$ cat src/rtl/imu_sync_pkg.sv
// Shared types for the IMU sync path: FIFO word layout, response status codes
// and the bracket-fetch FSM states.
package imu_sync_pkg;

  localparam int WORD_W = 64;
  localparam int TS_W   = 32;
  localparam int TS_MSB = WORD_W - 1;
  localparam int TS_LSB = WORD_W - TS_W;

  typedef logic [WORD_W-1:0] imu_word_t;
  typedef logic [TS_W-1:0]   imu_ts_t;

  typedef enum logic [1:0] {
    ST_OK      = 2'd0,
    ST_STALE   = 2'd1,
    ST_TIMEOUT = 2'd2
  } rsp_status_e;

  typedef enum logic [2:0] {
    IDLE,
    CHECK,
    POP,
    WAIT,
    RESP
  } bf_state_e;

  function automatic imu_ts_t word_ts(input imu_word_t w);
    return w[TS_MSB:TS_LSB];
  endfunction

endpackage

$ cat src/rtl/imu_bracket_fetch_if.sv
// Bundles the FIFO pop port, the query request and the bracket response.
// master = the bracket fetcher, slave = the surrounding FIFO / scheduler / interpolator.
interface imu_bracket_fetch_if #(
  parameter int WIDTH = 64,
  parameter int TS_W  = 32
);

  logic             fifo_read_en;
  logic [WIDTH-1:0] fifo_data;
  logic             fifo_empty;

  logic             req_valid;
  logic             req_ready;
  logic [TS_W-1:0]  req_ts;

  logic             rsp_valid;
  logic             rsp_ready;
  logic [WIDTH-1:0] rsp_older;
  logic [WIDTH-1:0] rsp_newer;
  logic [1:0]       rsp_status;

  modport master (
    output fifo_read_en,
    input  fifo_data,
    input  fifo_empty,
    input  req_valid,
    output req_ready,
    input  req_ts,
    output rsp_valid,
    input  rsp_ready,
    output rsp_older,
    output rsp_newer,
    output rsp_status
  );

  modport slave (
    input  fifo_read_en,
    output fifo_data,
    output fifo_empty,
    output req_valid,
    input  req_ready,
    output req_ts,
    input  rsp_valid,
    output rsp_ready,
    input  rsp_older,
    input  rsp_newer,
    input  rsp_status
  );

endinterface

$ cat src/rtl/imu_ts_ge.sv
// Wrap-aware timestamp compare: a is at or after b when (a - b) mod 2^TS_W,
// read as signed, is non-negative.
module imu_ts_ge #(
  parameter int TS_W = 32
) (
  input  logic [TS_W-1:0] a,
  input  logic [TS_W-1:0] b,
  output logic            a_ge_b
);

  logic [TS_W-1:0] diff;

  assign diff   = a - b;
  assign a_ge_b = ~diff[TS_W-1];

endmodule

$ cat src/rtl/imu_bracket_fetch.sv
// Pops IMU samples from the buffer FIFO until the held pair {A, B} brackets the
// query timestamp, then returns both samples with an OK / STALE / TIMEOUT status.
module imu_bracket_fetch #(
  parameter int WIDTH       = 64,
  parameter int TS_W        = 32,
  parameter int TIMEOUT_CYC = 1024
) (
  input logic                 clk,
  input logic                 rst_n,
  imu_bracket_fetch_if.master bus
);

  import imu_sync_pkg::*;

  localparam int              TMO_W    = $clog2(TIMEOUT_CYC);
  localparam logic [TMO_W-1:0] TMO_LAST = TMO_W'(TIMEOUT_CYC - 1);

  bf_state_e        state_q;
  bf_state_e        state_d;

  logic [WIDTH-1:0] a_q;
  logic [WIDTH-1:0] b_q;
  logic             a_vld_q;
  logic             b_vld_q;
  logic [TS_W-1:0]  q_ts_q;
  logic [TMO_W-1:0] tmo_q;
  rsp_status_e      status_q;

  logic             b_ge_q;
  logic             q_ge_a;
  logic             hit;
  logic             tmo_hit;

  imu_ts_ge #(.TS_W(TS_W)) u_b_ge_q (
    .a      (b_q[WIDTH-1 -: TS_W]),
    .b      (q_ts_q),
    .a_ge_b (b_ge_q)
  );

  imu_ts_ge #(.TS_W(TS_W)) u_q_ge_a (
    .a      (q_ts_q),
    .b      (a_q[WIDTH-1 -: TS_W]),
    .a_ge_b (q_ge_a)
  );

  assign hit     = b_vld_q & b_ge_q;
  assign tmo_hit = (tmo_q == TMO_LAST);

  always_ff @(posedge clk or negedge rst_n) begin
    if (!rst_n) begin
      state_q <= IDLE;
    end else begin
      state_q <= state_d;
    end
  end

  always_comb begin
    state_d = state_q;
    case (state_q)
      IDLE:    if (bus.req_valid) state_d = CHECK;
      CHECK:   state_d = hit ? RESP : POP;
      POP: begin
        if (!bus.fifo_empty) state_d = WAIT;
        else if (tmo_hit)    state_d = RESP;
      end
      WAIT:    state_d = CHECK;
      RESP:    if (bus.rsp_ready) state_d = IDLE;
      default: state_d = IDLE;
    endcase
  end

  // Response fields are only driven in RESP; an invalid slot always reads as zero.
  always_comb begin
    bus.req_ready    = 1'b0;
    bus.fifo_read_en = 1'b0;
    bus.rsp_valid    = 1'b0;
    bus.rsp_older    = '0;
    bus.rsp_newer    = '0;
    bus.rsp_status   = ST_OK;
    case (state_q)
      IDLE: bus.req_ready    = 1'b1;
      POP:  bus.fifo_read_en = ~bus.fifo_empty;
      RESP: begin
        bus.rsp_valid  = 1'b1;
        bus.rsp_older  = a_vld_q ? a_q : '0;
        bus.rsp_newer  = b_vld_q ? b_q : '0;
        bus.rsp_status = status_q;
      end
      default: ;
    endcase
  end

  // A and B survive across queries since queries arrive in time order.
  always_ff @(posedge clk or negedge rst_n) begin
    if (!rst_n) begin
      a_q      <= '0;
      b_q      <= '0;
      a_vld_q  <= 1'b0;
      b_vld_q  <= 1'b0;
      q_ts_q   <= '0;
      tmo_q    <= '0;
      status_q <= ST_OK;
    end else begin
      case (state_q)
        IDLE: begin
          if (bus.req_valid) begin
            q_ts_q <= bus.req_ts;
            tmo_q  <= '0;
          end
        end
        CHECK: begin
          if (hit) begin
            status_q <= (a_vld_q & q_ge_a) ? ST_OK : ST_STALE;
          end
        end
        POP: begin
          if (!bus.fifo_empty) begin
            tmo_q <= '0;
          end else if (tmo_hit) begin
            status_q <= ST_TIMEOUT;
            tmo_q    <= '0;
            q_ts_q   <= '0;
          end else begin
            tmo_q <= tmo_q + TMO_W'(1);
          end
        end
        WAIT: begin
          a_q     <= b_q;
          a_vld_q <= b_vld_q;
          b_q     <= bus.fifo_data;
          b_vld_q <= 1'b1;
        end
        default: ;
      endcase
    end
  end

endmodule

$ cat src/flat_wrapper.sv
// flat-port wrapper written by rule: the top's interface ports become plain ports
module imu_bracket_fetch_flat import imu_sync_pkg::*;
#(
  parameter int WIDTH       = 64,
  parameter int TS_W        = 32,
  parameter int TIMEOUT_CYC = 1024
)
  (clk, rst_n, bus_fifo_read_en, bus_fifo_data, bus_fifo_empty, bus_req_valid, bus_req_ready, bus_req_ts, bus_rsp_valid, bus_rsp_ready, bus_rsp_older, bus_rsp_newer, bus_rsp_status);
  imu_bracket_fetch_if #(.WIDTH(WIDTH), .TS_W(TS_W)) bus_i ();
  input logic clk;
  input logic rst_n;
  output wire logic [$bits(bus_i.fifo_read_en)-1:0] bus_fifo_read_en;
  input wire logic [$bits(bus_i.fifo_data)-1:0] bus_fifo_data;
  input wire logic [$bits(bus_i.fifo_empty)-1:0] bus_fifo_empty;
  input wire logic [$bits(bus_i.req_valid)-1:0] bus_req_valid;
  output wire logic [$bits(bus_i.req_ready)-1:0] bus_req_ready;
  input wire logic [$bits(bus_i.req_ts)-1:0] bus_req_ts;
  output wire logic [$bits(bus_i.rsp_valid)-1:0] bus_rsp_valid;
  input wire logic [$bits(bus_i.rsp_ready)-1:0] bus_rsp_ready;
  output wire logic [$bits(bus_i.rsp_older)-1:0] bus_rsp_older;
  output wire logic [$bits(bus_i.rsp_newer)-1:0] bus_rsp_newer;
  output wire logic [$bits(bus_i.rsp_status)-1:0] bus_rsp_status;
  assign bus_fifo_read_en = bus_i.fifo_read_en;
  assign bus_i.fifo_data = bus_fifo_data;
  assign bus_i.fifo_empty = bus_fifo_empty;
  assign bus_i.req_valid = bus_req_valid;
  assign bus_req_ready = bus_i.req_ready;
  assign bus_i.req_ts = bus_req_ts;
  assign bus_rsp_valid = bus_i.rsp_valid;
  assign bus_i.rsp_ready = bus_rsp_ready;
  assign bus_rsp_older = bus_i.rsp_older;
  assign bus_rsp_newer = bus_i.rsp_newer;
  assign bus_rsp_status = bus_i.rsp_status;
  imu_bracket_fetch #(.WIDTH(WIDTH), .TS_W(TS_W), .TIMEOUT_CYC(TIMEOUT_CYC)) u_core (.clk(clk), .rst_n(rst_n), .bus(bus_i));
endmodule
$ cat config.mk
export PLATFORM = sky130hd
export DESIGN_NAME = imu_bracket_fetch_flat
export DESIGN_NICKNAME = d
export VERILOG_FILES = /design/src/rtl/imu_sync_pkg.sv /design/src/rtl/imu_bracket_fetch_if.sv /design/src/rtl/imu_ts_ge.sv /design/src/rtl/imu_bracket_fetch.sv /design/src/flat_wrapper.sv
export SDC_FILE = /design/constraint.sdc
export NUM_CORES = 1
export LEC_CHECK = 0
export CORE_UTILIZATION = 45
export DETAILED_ROUTE_END_ITERATION = 6
export PLACE_DENSITY = 0.81
export SLEW_MARGIN = 20
export SYNTH_ARGS = -nofsm -noshare
export SYNTH_HDL_FRONTEND = slang
export SYNTH_SLANG_ARGS = --single-unit
$ cat constraint.sdc
create_clock -name clk -period 6.3 [get_ports clk]
set_input_delay 1.575 -clock clk [delete_from_list [all_inputs] [get_ports clk]]
set_output_delay 1.575 -clock clk [all_outputs]
set_load 0.02 [all_outputs]
==> metrics.csv <==
metric,value,unit
wire per inst,17.7,µm
synthesis-to-finish area growth,34.4,%
ys async rst share,100,%
Hold Crit Depth,1,
Ports,234,
highest clock rate,214,MHz
static leakage,5.61,nW
hold wc startpoint,u_core.a_q[14],
final setup TNS,0,ns
Final WS setup,1.63,ns
post-synthesis cell area,9090,µm²
Worst Setup Start Kind,register,
initial drt markers,281,
first-pass GRT wire length,35700,µm
vias in the first global route,6937,
syn avg cell area,11.3,µm²
area of the multi-input gates,4250,µm²
kind of critical path,reg -> out,
fill count,1623,
Crit path required time,4.72,ns
clock skew,0.0152,ns
Least-Margin Pin Slew,1.06,ns
top-area cell type share of the netlist area,48.7,%
post-layout min period,4.67,ns
clk slew on worst S/H paths,0.08,ns
CTS Hold Buffers Added,0,
"top cells by count, synth","dfrtp_1 (177), mux2_2 (128), and3_1 (67), and2_1 (66), inv_1 (65)",
clock buffer depth,2,
Hold Crit Class,reg -> reg,
detailed-route via count,6898,
Pint,3.45,mW
"Hold Vio Cnt, Final",0,
"Arr. time, crit path",3.09,ns
Sink Count,177,
initial antenna violation count,0,
Design Power,5.54,mW
share of layout cells above drive strength 1,16.7,%
total CTS buffers,17,
cells resized by post-CTS repair,0,
Slew HR,29.0,%
Hold Crit Endpoint,u_core.a_q[14],
Seq cells post-synth,177,
Residual DRC,0,
Synth cell types,46,
diode count,0,
row count,51,
Post-DRT Antenna Nets,0,
Critical path origin,u_core.state_q[1],
worst r2r src,u_core.q_ts_q[4],
all-layer global routing usage,22.5,%
crit path max fanout,65,
Post-synth EDFFs,0,
largest net degree at the start of global routing,94,
Cells after Synth,804,
net switching power,2.09,mW
dominant synthesized flop cell,dfrtp_1,
Initial Utilization,46.3,%
1st-pass router iterations,5,
Die ar.,20800,µm²
Hold WS,0.500,ns
syn_nets,966,
hpwl dp,15700,µm
Cell Pwr Density,453,nW/µm²
Placement Setup Slack,1.75,ns
CTS Root Buffer Type,clkbuf_16,
worst vdd ir,0.217,mV
H-tree depth,4,
MaxCap Viol Count,0,
CTS tree,built,
logic gate share of total power,42.2,%
r2r setup slk,3.50,ns
setup violators final,0,
register area share after synthesis,48.7,%
GPL Wtd Cong,0.854,
Worst-Skew Late Latency,0.43,ns
reg-to-reg endpoint,u_core.status_q[0],
Die H,144,µm
Worst R2R Path Depth,9,
Placeable Area,19700,µm²
Nets,1179,
Syn. warnings,0,
Storage cell area,4430,µm²
IO Port Bufs,233,
status,"finished, final reports clean",
period utilization,74.1,%
placed cell area,11600,µm²
part of the power in registers,39.1,%
Congestion Overflow GR,0,
drt via density,5.33,
CP endpoint kind,output port,
final wirelength,22900,µm
Area contributors post-synth,"dfrtp_1 (49%), mux2_2 (16%), ha_1 (8.4%), and3_1 (4.6%), and2_1 (4.5%)",
most instantiated library cell after synthesis,dfrtp_1,
Switching Fraction,37.7,%
die width,144,µm
Yosys top cell by area,dfrtp_1,
RSZ-0062 raised after global routing,false,
fin area,12200,µm²
post-CTS setup buffer count,0,
clock share of power,18.8,%
max-slew violations,0,
[cells in the final DEF (no fill, tap or decap), types with 3 or more instances in the layout]
master	synthesis	routed
o21ai_0	14	14
clkdlybuf4s50_1	0	232
xor2_1	6	6
and3_1	67	66
and4_1	3	3
mux2_2	128	128
nand2b_1	3	3
o21a_1	3	3
inv_6	0	5
and2_1	66	66
nor2_1	20	20
clkbuf_16	0	17
nand4_1	9	9
xnor2_1	3	3
a22o_1	33	33
a21o_1	3	3
ha_1	61	61
nand3_1	13	13
inv_1	65	64
nor3_1	4	4
clkinv_4	0	3
buf_4	0	4
a21oi_1	25	25
dfrtp_1	177	176
nand2_1	29	29
[worst max-delay path: stages, from the launching register on]
cell             delay (ns)
dfrtp_1                0.51
nor2_1                 0.29
nand2_1                0.14
inv_2                  0.78
and3_1                 0.27
clkdlybuf4s50_1        0.64
[power groups by stage]
| stage | registers [mW] | clock network, mW | logic, mW |
|---|---|---|---|
| finish | 2.16 | 1.04 | 2.33 |
| floorplan | 1.95 | 0 | 1.71 |
| CTS | 2.16 | 1.06 | 2.35 |
| global placement | 2.15 | 0 | 2.24 |
| detailed placement | 2.17 | 0 | 2.33 |
| global route | 2.24 | 1.11 | 2.59 |
[how the worst max path moves through the flow]
stage / end / depth (start not counted) / slack (ns)
6_report: bus_rsp_newer[27] / 5 / 1.63
3_5_place_dp: bus_fifo_read_en / 5 / 1.75
2_1_floorplan: bus_fifo_read_en / 3 / 2.84
5_1_grt: bus_rsp_newer[27] / 5 / 1.44
3_3_place_gp: bus_fifo_read_en / 5 / 1.79
4_1_cts: bus_rsp_older[22] / 4 / 1.61
[flip-flops by register name, indices dropped and copies added (netlist names)]
signal / flops
u_core.status_q: 2
u_core.q_ts_q: 32
u_core.tmo_q: 10
u_core.a_q: 64
u_core.a_vld_q: 1
u_core.b_q: 64
u_core.b_vld_q: 1
u_core.state_q: 3
[layer usage]
layer | part of all wire, % | vias up | track usage, %
met3 | 6.5 | 41 | 6.03
li1 | - | 3236 | -
met1 | 43 | 3417 | 28.3
met5 | 0 | - | 0
met4 | 2.5 | 0 | 7.87
met2 | 48 | 204 | 37.2
[layout make-up]
class	count	share of cell area, %
Clock buffer	19	3.71
Clock inverter	13	1.02
Timing Repair Buffer	238	19.5
Multi-Input combinational cell	518	34.8
Sequential cell	177	36.3
Tap cell	265	2.71
Inverter	65	2.00
[logic make-up (layout without fill, tap and decap cells)]
logic type / count (synthesis) / after routing / share of synthesized area (%)
XOR/XNOR: 9 / 9 / 0.867
AND/OR/NAND/NOR: 221 / 221 / 13.7
AO/OA/AOI/OAI: 97 / 97 / 7.68
multiplexers: 130 / 130 / 16.1
flip-flops: 177 / 177 / 48.7
buffers and inverters: 109 / 335 / 4.55
adder cells (fa/ha/maj): 61 / 61 / 8.39
[per-stage QoR]
| step | util (%) | std cells |
|---|---|---|
| after floorplan | - | 804 |
| after global placement | 59.2 | 1263 |
| after detailed placement | 59.2 | 1263 |
| after CTS | 62.2 | 1295 |
| after global routing | 62.2 | 1295 |
| final | 62.2 | 1295 |
Note: power is estimated with default switching activity, not from simulation.
